File: src/rtl/sram_port_arb.sv
// Shares one single-port 32-bit SRAM between the instruction-fetch (I) and load/store (D) ports.
// D has fixed priority. A starvation guard hands priority to I after MAX_WAIT denied cycles.
module sram_port_arb #(
    parameter int AW       = 14,
    parameter int MAX_WAIT = 4,
    parameter int CW       = 16
) (
    input  logic          clk,
    input  logic          rstn,
    input  logic          i_req,
    input  logic [15:0]   i_addr,
    output logic          i_gnt,
    output logic          i_rvalid,
    output logic [31:0]   i_rdata,
    input  logic          d_req,
    input  logic [15:0]   d_addr,
    input  logic [3:0]    d_we,
    input  logic [31:0]   d_wd,
    input  logic [3:0]    d_re,
    output logic          d_gnt,
    output logic          d_rvalid,
    output logic [31:0]   d_rdata,
    output logic [AW-1:0] mem_a,
    output logic          mem_e,
    output logic [3:0]    mem_we,
    output logic [31:0]   mem_wd,
    output logic [3:0]    mem_re,
    input  logic [31:0]   mem_rd,
    output logic [CW-1:0] i_stall_cnt,
    output logic [CW-1:0] d_stall_cnt
);

    localparam logic [0:0] NORM   = 1'b0;
    localparam logic [0:0] STARVE = 1'b1;

    typedef struct packed {
        logic       i_rd;
        logic       d_rd;
        logic [3:0] re_mask;
    } tag_t;

    logic [0:0]    state, state_d;
    logic [3:0]    wait_cnt;
    logic [4:0]    wait_inc;
    logic [AW-1:0] a_q;
    logic [31:0]   wd_q;
    tag_t          tag;
    logic          d_wr, d_rd_op, i_stalled, d_stalled;

    assign d_wr      = |d_we;
    assign d_rd_op   = !d_wr && (|d_re);
    assign i_gnt     = i_req && ((state == STARVE) || !d_req);
    assign d_gnt     = d_req && !((state == STARVE) && i_req);
    assign i_stalled = i_req && !i_gnt;
    assign d_stalled = d_req && !d_gnt;
    assign wait_inc  = {1'b0, wait_cnt} + 5'd1;

    // A D grant with no enables is accepted but never reaches the SRAM.
    assign mem_e  = i_gnt || (d_gnt && (d_wr || d_rd_op));
    assign mem_we = (d_gnt && d_wr) ? d_we : 4'h0;
    assign mem_re = i_gnt ? 4'hF : ((d_gnt && d_rd_op) ? d_re : 4'h0);
    assign mem_a  = i_gnt ? i_addr[AW+1:2] : (d_gnt ? d_addr[AW+1:2] : a_q);
    assign mem_wd = d_gnt ? d_wd : wd_q;

    always_comb begin
        state_d = state;
        case (state)
            NORM:    if (i_stalled && (wait_inc >= 5'(MAX_WAIT))) state_d = STARVE;
            default: if (i_gnt) state_d = NORM;
        endcase
    end

    always_ff @(posedge clk or posedge rstn) begin
        if (rstn) begin
            state       <= NORM;
            wait_cnt    <= 4'h0;
            a_q         <= '0;
            wd_q        <= '0;
            tag         <= '0;
            i_stall_cnt <= '0;
            d_stall_cnt <= '0;
        end else begin
            state    <= state_d;
            a_q      <= mem_a;
            wd_q     <= mem_wd;
            tag.i_rd    <= i_gnt;
            tag.d_rd    <= d_gnt && d_rd_op;
            tag.re_mask <= mem_re;
            if (i_stalled) wait_cnt <= (wait_cnt == 4'hF) ? wait_cnt : wait_inc[3:0];
            else           wait_cnt <= 4'h0;
            if (i_stalled && (i_stall_cnt != '1)) i_stall_cnt <= i_stall_cnt + CW'(1);
            if (d_stalled && (d_stall_cnt != '1)) d_stall_cnt <= d_stall_cnt + CW'(1);
        end
    end

    assign i_rvalid = tag.i_rd;
    assign d_rvalid = tag.d_rd;
    assign i_rdata  = tag.i_rd ? mem_rd : 32'h0;

    for (genvar b = 0; b < 4; b++) begin : g_lane
        assign d_rdata[8*b +: 8] = (tag.d_rd && tag.re_mask[b]) ? mem_rd[8*b +: 8] : 8'h0;
    end

    // Byte-offset bits never select a word.
    logic unused_lo;
    assign unused_lo = &{1'b0, i_addr[1:0], d_addr[1:0]};
    if (AW < 14) begin : g_unused_hi
        logic unused_hi;
        assign unused_hi = &{1'b0, i_addr[15:AW+2], d_addr[15:AW+2]};
    end

endmodule

File: config.mk
export PLATFORM = sky130hd
export DESIGN_NAME = sram_port_arb
export DESIGN_NICKNAME = d
export VERILOG_FILES = /design/src/rtl/sram_port_arb.sv
export SDC_FILE = /design/constraint.sdc
export NUM_CORES = 1
export LEC_CHECK = 0
export CAP_MARGIN = 20
export CORE_UTILIZATION = 38
export DETAILED_ROUTE_END_ITERATION = 6
export PLACE_DENSITY_LB_ADDON = 0.1
export SYNTH_ARGS = -nofsm -noshare
export SYNTH_HDL_FRONTEND = slang
export SYNTH_SLANG_ARGS = --single-unit
File: constraint.sdc
create_clock -name clk -period 3.8 [get_ports clk]
set_clock_uncertainty 0.2 [all_clocks]
set_input_delay 0.57 -clock clk [delete_from_list [all_inputs] [get_ports clk]]
set_output_delay 0.57 -clock clk [all_outputs]
set_load 0.005 [all_outputs]
Word-level counts from Yosys, hierarchy flattened:

Cells that the tools add are included.

* flip-flop bits (word level): 89
* bits in latches: 0
* RAM bits: 0
* memory bits (read-only): 0
* input port bits: 108
* memories: 0

* add/subtract/negate cells: 3
* $mul: 0
* div/mod/pow operators: 0
* order comparisons: 1
* eq/ne operators: 4
* shift-type cells: 0
* mux-type cells: 16
* bitwise logic cells: 0
* reduce and logical (&&, ||, !) cells: 26

Operators with widths (count)
* 32-bit two-way mux: 2
* 16-bit by 1-bit adder with 16-bit output, second input constant: 2
* 8-bit two-way mux: 4
* 16-bit inequality test, second input constant: 2
* 14-bit two-way mux: 2
* 4-bit two-way mux: 5
* 1-bit logical AND: 16
* 4-bit OR reduction: 2
* 4-bit by 1-bit adder with 5-bit output, second input constant: 1
* 5-bit by 3-bit >= comparator with 1-bit output, second input constant: 1
* 1-bit logical NOT: 5
* 4-bit == test, second input constant: 1
* 1-bit logical OR: 3
* 1-bit two-way mux: 3
* 2-bit inequality test, second input constant: 1

Depth between registers and ports, before layout:

* word-level depth: 8
* mapped depth: 7
* gate-level depth less buffers: 5

Worst setup path before layout:

No wires, ideal clock.

* path type: input to output
* start point: input port d_we[0]
* end point: output port mem_re[0]
* arrival time: 1.472 ns
* slack: 1.558 ns
* stages on the path: 3
* buffers on the path: 0
* cells stage by stage: or4_1 > nor2_1 > a21o_1

* longest elaborated chain between the ends: 6

Ends and longest elaborated chain
* start, declared: line 17 `input logic [3:0] d_we,`
* 4-bit OR reduction: line 50 `assign d_wr = |d_we;`
* 1-bit logical NOT: line 51 `assign d_rd_op = !d_wr && (|d_re);`
* 1-bit logical AND: line 51
* 1-bit logical AND: line 61 `assign mem_re = i_gnt ? 4'hF : ((d_gnt && d_rd_op) ? d_re : 4'h0);`
* 4-bit two-way mux (2 in series): line 61
* end, declared: line 27 `output logic [3:0] mem_re,`

Every way passes these cells.

Worst setup path in the final report:

Ends and elaborated chain as after synthesis.

==> impl_results.md <==
* Shortest period the worst path allows at approximately 3.3 ns
* Vertical die dimension at approximately 110 um
* Startpoint type of the worst setup path: primary input
* Routed via count at ~4600
* # IOs at between 200 and 300
* IO buf count at approximately 260
* Fmax at 0.3018 GHz
* Predominant post-synthesis flop cell: dfrtp_1
* Clock latency reported for the late side of the worst-skew pair at 0.34 ns
* Post CTS Setup Buffer Count at 0
* Congestion Overflow GR at 0
* Largest driver fanout on the critical path at 5
* Static leakage power at roughly 3.4 nW
* Total cell area at the placement stage at between 7000 and 8000 um2
* CTS buffer count at 9
* Wire length of the first global-routing pass at around 24000 um
* Syn Area/Cell at around 9 um2
* Area Growth Syn to Fin at 67.28%
* Actual transition at the worst max-transition pin at approximately 0.85 ns
* Number of placement rows at 39
* Horizontal die dimension at 111.0 um
* Final estimated routing congestion in global placement at ~0.84
* Clock share of power at roughly 36%
* Post-detailed-route count of antenna-violating nets at 0
* Synth top area cells: dfrtp_1 (49%), nand2_1 (9.2%), and3_1 (6.1%)
* Setup TNS after final layout at 0 ns
* Synth top area share at 49.32%
* Number of antenna violations at the first check in global routing at 0
* Count of yosys warnings during synthesis at 0
* Crit path top cell by count: clkdlybuf4s50_1
* Total core area at ~12000 um2
* Required time of the critical path at ~3.0 ns
* Crit path capture type: output pin
* Count of max-cap constraint violations at 0
* Worst reg2reg startpoint: i_stall_cnt[0]$_DFFE_PP0P_
* Fraction of final layout cells sized beyond drive strength 1 at 4.660%
* Maximum vdd drop at 0.0002699 V
* Cell Pwr Density at between 300 and 400 nW/um2
* Hold/Removal Path Class: reg2reg
* Hold slack at about 0.27 ns
* Worst setup slack after layout at 0.4869 ns
* Critical path's largest stage delay at 0.56 ns
* Net count after synthesis at 609
* Number of buffers on the longest clock path at 2
* Worst slew margin relative to its limit at between 40 and 50%
* Number of violations reported at the end of detailed-routing iteration 0 at approximately 260
* Aggregate global-route resource usage at about a quarter
* Outcome: finished, violations left
* Clk Tree Root Cell: clkbuf_16
* Post-detailed-routing wire length at about 15000 um
* Worst R2R Path Depth at 5
* Number of synthesized flops with an enable pin at 0
* Area of all placed cells without fillers at around 7600 um2
* Via/cell ratio at 5.142
* Failing checks: design-rule violations
* Internal Dissipation at roughly 2.0 mW
* Clock tree from TritonCTS: done
* Sink count of the clock tree at between 80 and 90
* Number of library cell types mapped by synthesis at 44
* Vias in the first global route at about 4500
* Synth area leader: dfrtp_1
* Share of synthesized flip-flops with an asynchronous set or reset at 100.0%
* Slack of the worst reg-to-reg path at approximately 1.8 ns
* Estimated wirelength of the detail-placed design at approximately 11000 um
* Hold Buf Count CTS at 0
* Startpoint-to-endpoint class of the critical path: in2out
* Crit path DAT at ~2.5 ns
* Floorplan die area at ~12000 um2
* Max-slew violation count at 0
* Filler cell count in the final layout at 973
* Endpoint of the worst register-to-register path: i_stall_cnt[12]$_DFFE_PP0P_
* Total of endpoints with negative setup slack in the final report at 0
* Largest net degree at the start of global routing at 50
* Detailed-route wire length per cell at around 17 um
* Sequential fraction of the synthesis area at between 40% and 50%
* Clock-pin slew on the worst setup and hold paths at ~0.06 ns
* NetSw at between 0.6 and 0.7 mW
* Worst Setup Slack post-DPL at 0.5100 ns
* Cell with the most instances after synthesis: nand2_1
* Commonest cells in the synthesized netlist: nand2_1 (111), dfrtp_1 (89), and3_1 (44)
* Cell count after synthesis at about 500
* Number of nets in the final layout at about 860
* Number of gates resized after cts at 0
* Setup crit end: mem_re[0]
* Portion of total power attributed to sequential cells at a little over two fifths
* Slowest library cell on the worst path: or4_1
* Mapped Area at approximately 4500 um2
* Switching power share of the total at ~26%
* Number of iterations in the first detailed-routing pass at 7
* Sequence of cells on the critical path: clkdlybuf4s50_1, or4_1, nor2_1, a21o_1, clkdlybuf4s50_1
* Number of hold violations in the final report at 0
* Initial core utilization at about two fifths
* Comb pwr share at 22.1%
* Total of flip-flops plus latches after synthesis at 89
* Crit share post-route at between 80 and 90%
* Antenna Cells at 0
* Setup repair after global routing missed its margin: false
* DRC errors left at 40
* H-tree depth at 3
* Critical path startpoint: d_we[0]
==> sequential cells by signal (all words and copies together) (netlist names), 4 cells and up <==
name and cells:
wd_q 32, i_stall_cnt 16, d_stall_cnt 16, wait_cnt 4
tag 4, a_q 14
==> cell usage in the layout, fill, tap and decap left out, types with 3 or more instances in the layout <==
master / n
and2_1: 37
nor3_1: 3
a21oi_1: 20
ha_1: 4
clkdlybuf4s50_1: 257
a41oi_1: 5
inv_1: 17
clkbuf_16: 9
o22ai_1: 15
xnor2_1: 18
nand3_1: 10
nand2_1: 110
o21ai_0: 3
o211ai_1: 4
nor2_1: 26
nand4_1: 12
a31oi_1: 19
a21o_1: 4
mux2_4: 3
buf_4: 4
and4_1: 3
dfrtp_1: 89
and3_1: 44
==> routing by layer <==
metal,vias to the layer above,track usage [%],wire [um]
met5,-,0,0
met2,165,42.89,7656
li1,2217,-,-
met4,0,11.08,442
met1,2190,30.32,6254
met3,25,4.811,899
==> how the worst min path moves through the flow <==
stage                                  start                  to  cells after the start
final                     wd_q[19]$_DFF_PP0_  wd_q[19]$_DFF_PP0_                      2
after global routing      wd_q[30]$_DFF_PP0_  wd_q[30]$_DFF_PP0_                      2
after CTS                 wd_q[19]$_DFF_PP0_  wd_q[19]$_DFF_PP0_                      2
after detailed placement  wd_q[19]$_DFF_PP0_  wd_q[19]$_DFF_PP0_                      2
after global placement    wd_q[19]$_DFF_PP0_  wd_q[19]$_DFF_PP0_                      2
after floorplan            wd_q[0]$_DFF_PP0_   wd_q[0]$_DFF_PP0_                      2
==> metrics by stage <==
stage	utilization [%]	instances	power, mW
6_report	65.59	894	2.633
5_1_grt	65.59	894	2.747
4_1_cts	65.59	894	2.656
3_5_place_dp	62.90	879	1.709
3_3_place_gp	62.90	879	1.691
2_1_floorplan	-	497	1.323
==> layout make-up <==
class | instances | area [um2] | area share, %
multi-input cells | 365 | 2121 | 28.08
inverters | 18 | 68.82 | 0.9110
well taps | 143 | 178.9 | 2.369
clock inverters | 4 | 77.57 | 1.027
clock buffers | 11 | 232.7 | 3.081
repair buffers | 264 | 2648 | 35.05
flip-flops and latches | 89 | 2227 | 29.48
==> power groups by stage <==
| stage | registers, mW | logic [mW] | clock network [mW] |
|---|---|---|---|
| after CTS | 1.11 | 0.588 | 0.961 |
| after global routing | 1.12 | 0.633 | 0.993 |
| after floorplan | 1.11 | 0.216 | 0 |
| after global placement | 1.12 | 0.573 | 0 |
| final | 1.11 | 0.582 | 0.943 |
| after detailed placement | 1.12 | 0.585 | 0 |
==> worst max-delay path, delay by kind of cell <==
kind | cells | cell delay (ns)
simple gates | 2 | 0.82
buf+inv | 2 | 0.94
compound gates | 1 | 0.21
==> cells by family after synthesis <==
| group | after synthesis | synth area share [%] |
|---|---|---|
| muxes | 5 | 1.468 |
| adders and majority gates | 4 | 1.108 |
| buffers and inverters | 43 | 3.768 |
| and+or+nand+nor | 260 | 29.56 |
| AOI/OAI and AO/OA | 76 | 10.89 |
| DFF | 89 | 49.32 |
| xor gates and xnor gates | 20 | 3.879 |
(Power assumes the default switching activity.)
